--- src/rtl/logic_op_pipe.sv ---
// Pipelined AND/OR/XOR/pass-A unit with operand/result complement, zero flag and delivered-result counter.
// Latency STAGES edges (result computed in stage 1); global stall on out_valid && !out_ready holds every stage.
module logic_op_pipe #(
    parameter int WIDTH  = 32,
    parameter int STAGES = 2
) (
    input  logic             clk,
    input  logic             rst,
    input  logic             in_valid,
    output logic             in_ready,
    input  logic [WIDTH-1:0] a,
    input  logic [WIDTH-1:0] b,
    input  logic [1:0]       op,
    input  logic             neg_b,
    input  logic             neg_res,
    output logic             out_valid,
    input  logic             out_ready,
    output logic [WIDTH-1:0] y,
    output logic             zero,
    output logic [15:0]      res_count
);

    logic [WIDTH-1:0]  w_b;
    logic [WIDTH-1:0]  w_r;
    logic [WIDTH-1:0]  w_y;
    logic              w_zero;
    logic              w_stall;

    logic [STAGES-1:0] r_vld;
    logic [STAGES-1:0] r_zero;
    logic [WIDTH-1:0]  r_y [STAGES];
    logic [15:0]       r_count;

    assign w_b = neg_b ? ~b : b;

    always_comb begin
        w_r = a;
        case (op)
            2'b00:   w_r = a & w_b;
            2'b01:   w_r = a | w_b;
            2'b10:   w_r = a ^ w_b;
            default: w_r = a;
        endcase
    end

    assign w_y    = neg_res ? ~w_r : w_r;
    assign w_zero = (w_y == '0);

    assign out_valid = r_vld[STAGES-1];
    assign y         = r_y[STAGES-1];
    assign zero      = r_zero[STAGES-1];
    assign w_stall   = out_valid && !out_ready;
    assign in_ready  = !out_valid || out_ready;
    assign res_count = r_count;

    // Bubbles shift through like real entries; data of an invalid stage is don't-care.
    always_ff @(posedge clk or posedge rst) begin
        if (rst) begin
            r_vld  <= '0;
            r_zero <= '0;
            for (int i = 0; i < STAGES; i++) begin
                r_y[i] <= '0;
            end
        end else if (!w_stall) begin
            r_vld[0]  <= in_valid;
            r_y[0]    <= w_y;
            r_zero[0] <= w_zero;
            for (int i = 1; i < STAGES; i++) begin
                r_vld[i]  <= r_vld[i-1];
                r_y[i]    <= r_y[i-1];
                r_zero[i] <= r_zero[i-1];
            end
        end
    end

    always_ff @(posedge clk or posedge rst) begin
        if (rst) begin
            r_count <= '0;
        end else if (out_valid && out_ready) begin
            r_count <= r_count + 16'd1;
        end
    end

endmodule

--- config.mk ---
export PLATFORM = sky130hd
export DESIGN_NAME = logic_op_pipe
export DESIGN_NICKNAME = d
export VERILOG_FILES = /design/src/rtl/logic_op_pipe.sv
export SDC_FILE = /design/constraint.sdc
export NUM_CORES = 1
export LEC_CHECK = 0
export ABC_AREA = 1
export CORE_AREA = 2 2 163 165
export DETAILED_ROUTE_END_ITERATION = 7
export DIE_AREA = 0 0 165 167
export MAX_ROUTING_LAYER = met4
export SLEW_MARGIN = 20
export SYNTH_ARGS = -nofsm -noshare
export SYNTH_HDL_FRONTEND = slang
export SYNTH_SLANG_ARGS = --single-unit
--- constraint.sdc ---
create_clock -name clk -period 2.81 [get_ports clk]
set_input_delay 0.4215 -clock clk [delete_from_list [all_inputs] [get_ports clk]]
set_output_delay 0.4215 -clock clk [all_outputs]
set_load 0.1 [all_outputs]
==> flow_summary.json, run 1 <==
{
  "synth_top_area_share": 0.332,
  "core_um2": 25800,
  "slowest_stage": "clkdlybuf4s50_1",
  "drt_iter0_markers": 351,
  "antenna_left": 0,
  "path_common_cell": "nand2_1",
  "synth_top_area_cell": "dfrtp_1",
  "die_x_um": 165,
  "power.density_nw_per_um2": 668,
  "crit_path_end_kind": "flip-flop",
  "fin_hold_ws_ns": 0.444,
  "power_switching_w": 0.00252,
  "p_clk_frac": 0.225,
  "drc": 0,
  "cp.arrival_ns": 2.47,
  "synth_warnings": 0,
  "syn_area_um2": 6340,
  "setup_viol": 0,
  "overflow": 0,
  "antenna_found_initial": 1,
  "port_buffers": 122,
  "crit_path_max_fanout": 35,
  "synth_seq_cells": 84,
  "yosysSeqAreaShare": 0.332,
  "slew_violations": 0,
  "ir_worst_vdd_mv": 0.582,
  "hpwl_mm": 12.9,
  "post_cts_buffers": 0,
  "critPathLaunchType": "input port",
  "grt_start_max_net_pins": 89,
  "clkTransAtPathRegs_ns": 0.07,
  "nNetsFinal": 1086,
  "grtUsageTotal": 0.127,
  "tightest_slew_ns": 0.528,
  "outcome": "complete, no violations",
  "cts_made_buffers": 9,
  "start_util": 0.246,
  "fin_skew_ns": 0.00430,
  "synth.area.top_cells": "dfrtp_1 33%, nand2_1 19%, ha_1 13%",
  "p_comb_frac": 0.464,
  "swShare": 0.477,
  "cts_tree": "done",
  "worstPathCellList": "clkdlybuf4s50_1 -> buf_12 -> nand2_4 -> inv_4 -> nand2_1 -> nand2_1 -> nand2_1 -> nand2_1 -> nand2_1 -> nor2_1 -> nand2_1 -> nor2_1 -> nand3_1 -> nand2_1",
  "routed_wl_mm": 16.4,
  "synth-main-ff-cell": "dfrtp_1",
  "synth_edf_count": 0,
  "hold_viol_final": 0,
  "syn_avg_cell_area_um2": 7.24,
  "cts-htree-levels": 3,
  "wl_per_cell_um": 12.7,
  "num_vias": 5387,
  "syn_inst": 875,
  "ios": 123,
  "leakagePower_nw": 4.01,
  "max_stage_delay_ns": 0.53,
  "critPathKind": "in -> reg",
  "drive_gt1_frac": 0.0943,
  "gp_congestion": 0.772,
  "viasPerCell": 4.18,
  "seq_power_share": 0.310,
  "post-route-period-util": 0.780,
  "total_power_w": 0.00527,
  "die-area_um2": 27600,
  "fin_crit_ns": 2.19,
  "drv_cap": 0,
  "clkLatencyLatePin_ns": 0.33,
  "rsz0062_at_grt": "no",
  "p_int_w": 0.00275,
  "grt_pass1_wl_mm": 27.6,
  "synthArstFlopShare": 1.00,
  "cts.path.max_buffers": 2,
  "clockRootBuffer": "clkbuf_16",
  "cts_sinks": 84,
  "post_cts_resized": 0,
  "syn_nets": 1012,
  "drt_pass1_iterations": 4,
  "critPathRequiredTime_ns": 3.09,
  "tns_ns": 0,
  "max_clock_freq_mhz": 456,
  "hold_buffers": 0,
  "hp-class": "in -> async",
  "max-slew-margin-rel": 0.645,
  "syn_to_final_growth_pct": 24.5,
  "row_count": 59,
  "die_y_um": 167,
  "synthDistinctLibCells": 31,
  "grt_pass1_vias": 5265
}
## state kept, by name (all words and copies together), names as in the netlist
name / count
r_vld: 2
res_count: 16
r_zero: 2
y: 32
r_y: 32
## final cells by class
| type | count | area [µm²] |
|---|---|---|
| Inverter | 102 | 387 |
| Clock buffer | 9 | 225 |
| Fill cell | 2757 | 17900 |
| Tap cell | 335 | 419 |
| Clock inverter | 7 | 76.3 |
| Timing Repair Buffer | 136 | 1270 |
| Multi-Input combinational cell | 616 | 3410 |
| Sequential cell | 84 | 2100 |
| Antenna cell | 1 | 2.50 |
## path summary, 6_finish.rpt
kind	from	end	slack (ns)	cells past startpoint
max	op[1]	r_zero[0]	0.62	14
min in group clk	r_vld[0]	r_vld[1]	0.46	2
max in group asynchronous	rst	r_y[58]	1.72	3
max reg2reg	res_count[0]	res_count[12]	0.93	7
min reg2reg	r_vld[0]	r_vld[1]	0.46	2
min	rst	r_vld[1]	0.44	2
## cells by family after synthesis
group	synth area share
simple gates	0.279
buf+inv	0.131
flops	0.332
compound gates	0.0647
fa+ha+maj	0.128
xor+xnor	0.0636
mux	0.00178
## power groups by stage
stage	Sequential, W	Combinational, W	Clock (W)
6_report	0.00164	0.00245	0.00119
5_1_grt	0.00167	0.00265	0.00127
4_1_cts	0.00164	0.00248	0.00122
3_5_place_dp	0.00166	0.00248	0
3_3_place_gp	0.00165	0.00246	0
2_1_floorplan	0.00196	0.00167	0
## synth_stat cells (2+ instances only)
| library cell | n |
|---|---|
| a31oi_1 | 4 |
| buf_1 | 4 |
| buf_2 | 9 |
| buf_4 | 35 |
| buf_6 | 4 |
| clkbuf_1 | 21 |
| clkinv_1 | 2 |
| dfrtp_1 | 84 |
| ha_1 | 65 |
| inv_1 | 98 |
| nand2_1 | 321 |
| nand3_1 | 66 |
| nand3b_1 | 9 |
| nand4_1 | 2 |
| nor2_1 | 21 |
| nor3_1 | 2 |
| nor4_1 | 2 |
| o211ai_1 | 7 |
| o21ai_0 | 62 |
| o21ai_1 | 2 |
| xnor2_1 | 35 |
| xor2_1 | 11 |
## routing by layer
metal	GRT usage	routed length [µm]
met5	-	0
met3	0.0164	640
met2	0.182	6750
met4	0.0268	201
met1	0.190	8800
## layout by cell type (no fill, tap or decap), types with 6 or more instances in the layout
| cell | Yosys | final |
|---|---|---|
| nand2_1 | 321 | 321 |
| inv_1 | 98 | 97 |
| dfrtp_1 | 84 | 84 |
| clkdlybuf4s50_1 | 0 | 70 |
| nand3_1 | 66 | 66 |
| ha_1 | 65 | 65 |
| o21ai_0 | 62 | 62 |
| buf_4 | 35 | 59 |
| xnor2_1 | 35 | 35 |
| nor2_1 | 21 | 20 |
| xor2_1 | 11 | 11 |
| nand3b_1 | 9 | 9 |
| clkbuf_16 | 0 | 9 |
| o211ai_1 | 7 | 7 |
| buf_12 | 0 | 6 |
## stage by stage
| stage | setup WS [ns] | area [µm²] | util | instances |
|---|---|---|---|---|
| 6_report | 0.618 | 7890 | 0.306 | 1290 |
| 5_1_grt | 0.414 | 7890 | 0.306 | 1290 |
| 4_1_cts | 0.621 | 7890 | 0.306 | 1289 |
| 3_5_place_dp | 0.272 | 7590 | 0.295 | 1273 |
| 3_3_place_gp | 0.280 | 7590 | 0.295 | 1273 |
| 2_1_floorplan | 0.0242 | 6340 | - | 875 |
## critical path: cells and delay by family
family | cells | cell delay [ns]
buffers and inverters | 3 | 1.00
and+or+nand+nor | 11 | 1.04
Note: power is estimated with default switching activity, not from simulation.
==> inputs of run 2 (changes only) <==
Clock period 2.81 ns to 2.2 ns, I/O delays scaled along.
==> flow_summary.json, run 2 (synthesis results as in run 1) <==
{
  "outcome": "complete, no violations",
  "final_cell_mix": "321 x nand2_1, 102 x buf_4, 97 x inv_1, 79 x dfrtp_1, 70 x clkdlybuf4s50_1",
  "hpwl_mm": 13.1,
  "cts.path.max_buffers": 2,
  "grt_pass1_vias": 5264,
  "rsz0062_at_grt": "no",
  "wl_per_cell_um": 12.3,
  "fin_crit_ns": 2.01,
  "overflow": 0,
  "syn_to_final_growth_pct": 32.5,
  "multi_input_area_um2": 3440,
  "grt_start_max_net_pins": 84,
  "cts-htree-levels": 3,
  "cts_tree": "done",
  "port_buffers": 122,
  "clkLatencyLatePin_ns": 0.34,
  "critPathLaunchType": "input port",
  "drv_cap": 0,
  "r2r_end": "res_count[14]",
  "core_um2": 25800,
  "start_util": 0.246,
  "die_x_um": 165,
  "grtUsageTotal": 0.126,
  "drt_iter0_markers": 315,
  "ir_worst_vdd_mv": 1.04,
  "nNetsFinal": 1137,
  "die-area_um2": 27600,
  "max_clock_freq_mhz": 496,
  "reg2reg_from": "res_count[0]",
  "row_count": 59,
  "critPathKind": "in -> reg",
  "num_vias": 5533,
  "antenna_left": 0,
  "antenna_cells": 0,
  "grt_pass1_wl_mm": 27.1,
  "drt_pass1_iterations": 4,
  "fin_hold_ws_ns": 0.331,
  "clockRootBuffer": "clkbuf_16",
  "clkTransAtPathRegs_ns": 0.06,
  "gp_congestion": 0.798,
  "crit_path_max_fanout": 2,
  "post-route-period-util": 0.916,
  "antenna_found_initial": 0,
  "tightest_slew_ns": 0.370,
  "crit_path_end_kind": "flip-flop",
  "drc": 0,
  "max-slew-margin-rel": 0.753,
  "mostFrequentLayoutCell": "nand2_1",
  "nFillCells": 2709,
  "routed_wl_mm": 16.5,
  "viasPerCell": 4.13,
  "drive_gt1_frac": 0.150,
  "reg2reg_slack_ns": 0.53,
  "reg2reg_depth": 9,
  "ios": 123,
  "hp-class": "in -> async",
  "die_y_um": 167,
  "slew_violations": 0,
  "cts_made_buffers": 9,
  "tns_ns": 0,
  "cts_sinks": 84,
  "hold_viol_final": 0,
  "setup_viol": 0,
  "regArea_um2": 2110,
  "critPathRequiredTime_ns": 2.47,
  "fin_skew_ns": 0.00687,
  "leakagePower_nw": 4.29,
  "cp.arrival_ns": 2.29,
  "power.density_nw_per_um2": 807
}
-- run 2: changes by cell type in the layout (fill, tap and decap cells not counted), moves of 2 or more --
| cell | change |
|---|---|
| xnor2_2 | +4 |
| dfrtp_1 | -5 |
| buf_4 | +43 |
| clkinv_2 | -2 |
| buf_12 | +8 |
| dfrtp_2 | +5 |
| xnor2_1 | -4 |
-- run 2: power breakdown --
group          leakage, nW  switching [W]  internal, W
combinational         3.16        0.00238     0.000878
clock                0.133       0.000643     0.000778
sequential            1.00       0.000227      0.00187
-- run 2: stage by stage --
step                 util  area [µm²]  power [W]  cells  setup WS [ns]
floorplan               -        6360    0.00464    875         0.0196
global placement    0.314        8080    0.00538   1324         -0.210
detailed placement  0.314        8080    0.00542   1324         -0.244
CTS                 0.325        8360    0.00687   1340          0.110
global route        0.326        8400    0.00720   1340        0.00661
finish              0.326        8400    0.00678   1340          0.186
-- run 2: layout make-up --
class,count,area share
Sequential cell,84,0.251
Timing Repair Buffer,187,0.209
Clock inverter,7,0.00700
Tap cell,335,0.0499
Multi-Input combinational cell,616,0.410
Clock buffer,9,0.0268
Inverter,102,0.0463
-- run 2: how the worst max path moves through the flow --
stage	startpoint	to	slack (ns)	cells past startpoint
4_1_cts	b[9]	r_zero[0]	0.11	14
3_3_place_gp	b[9]	r_zero[0]	-0.21	14
5_1_grt	b[31]	r_zero[0]	0.007	14
2_1_floorplan	r_vld[1]	in_ready	0.02	5
6_report	b[12]	r_zero[0]	0.19	14
3_5_place_dp	b[9]	r_zero[0]	-0.24	14
-- run 2: critical path, cell delays in order --
cell and delay (ns):
clkdlybuf4s50_1 0.42, xnor2_1 0.23, ha_1 0.28, o21ai_0 0.14, nand3_1 0.11, nand2_1 0.07, nand2_1 0.04, nand2_1 0.09
nand2_1 0.07, nor2_2 0.16, nand2_1 0.06, nor2_1 0.14, nand3_1 0.09, nand2_1 0.06
-- run 2: per-layer routing --
| layer | GRT usage | up-vias | share of wire |
|---|---|---|---|
| li1 | - | 2928 | - |
| met1 | 0.186 | 2466 | 0.53 |
| met2 | 0.179 | 125 | 0.42 |
| met3 | 0.0154 | 14 | 0.040 |
| met4 | 0.0325 | 0 | 0.016 |
| met5 | - | - | 0 |
-- run 2: repair_timing --
| item | 4_1_cts | 5_1_grt |
|---|---|---|
| buffers inserted | 0 | 0 |
| endpoints found under the setup margin | 0 | 1 |
| hold buffers | 0 | 0 |
| gates resized for setup | 0 | 5 |
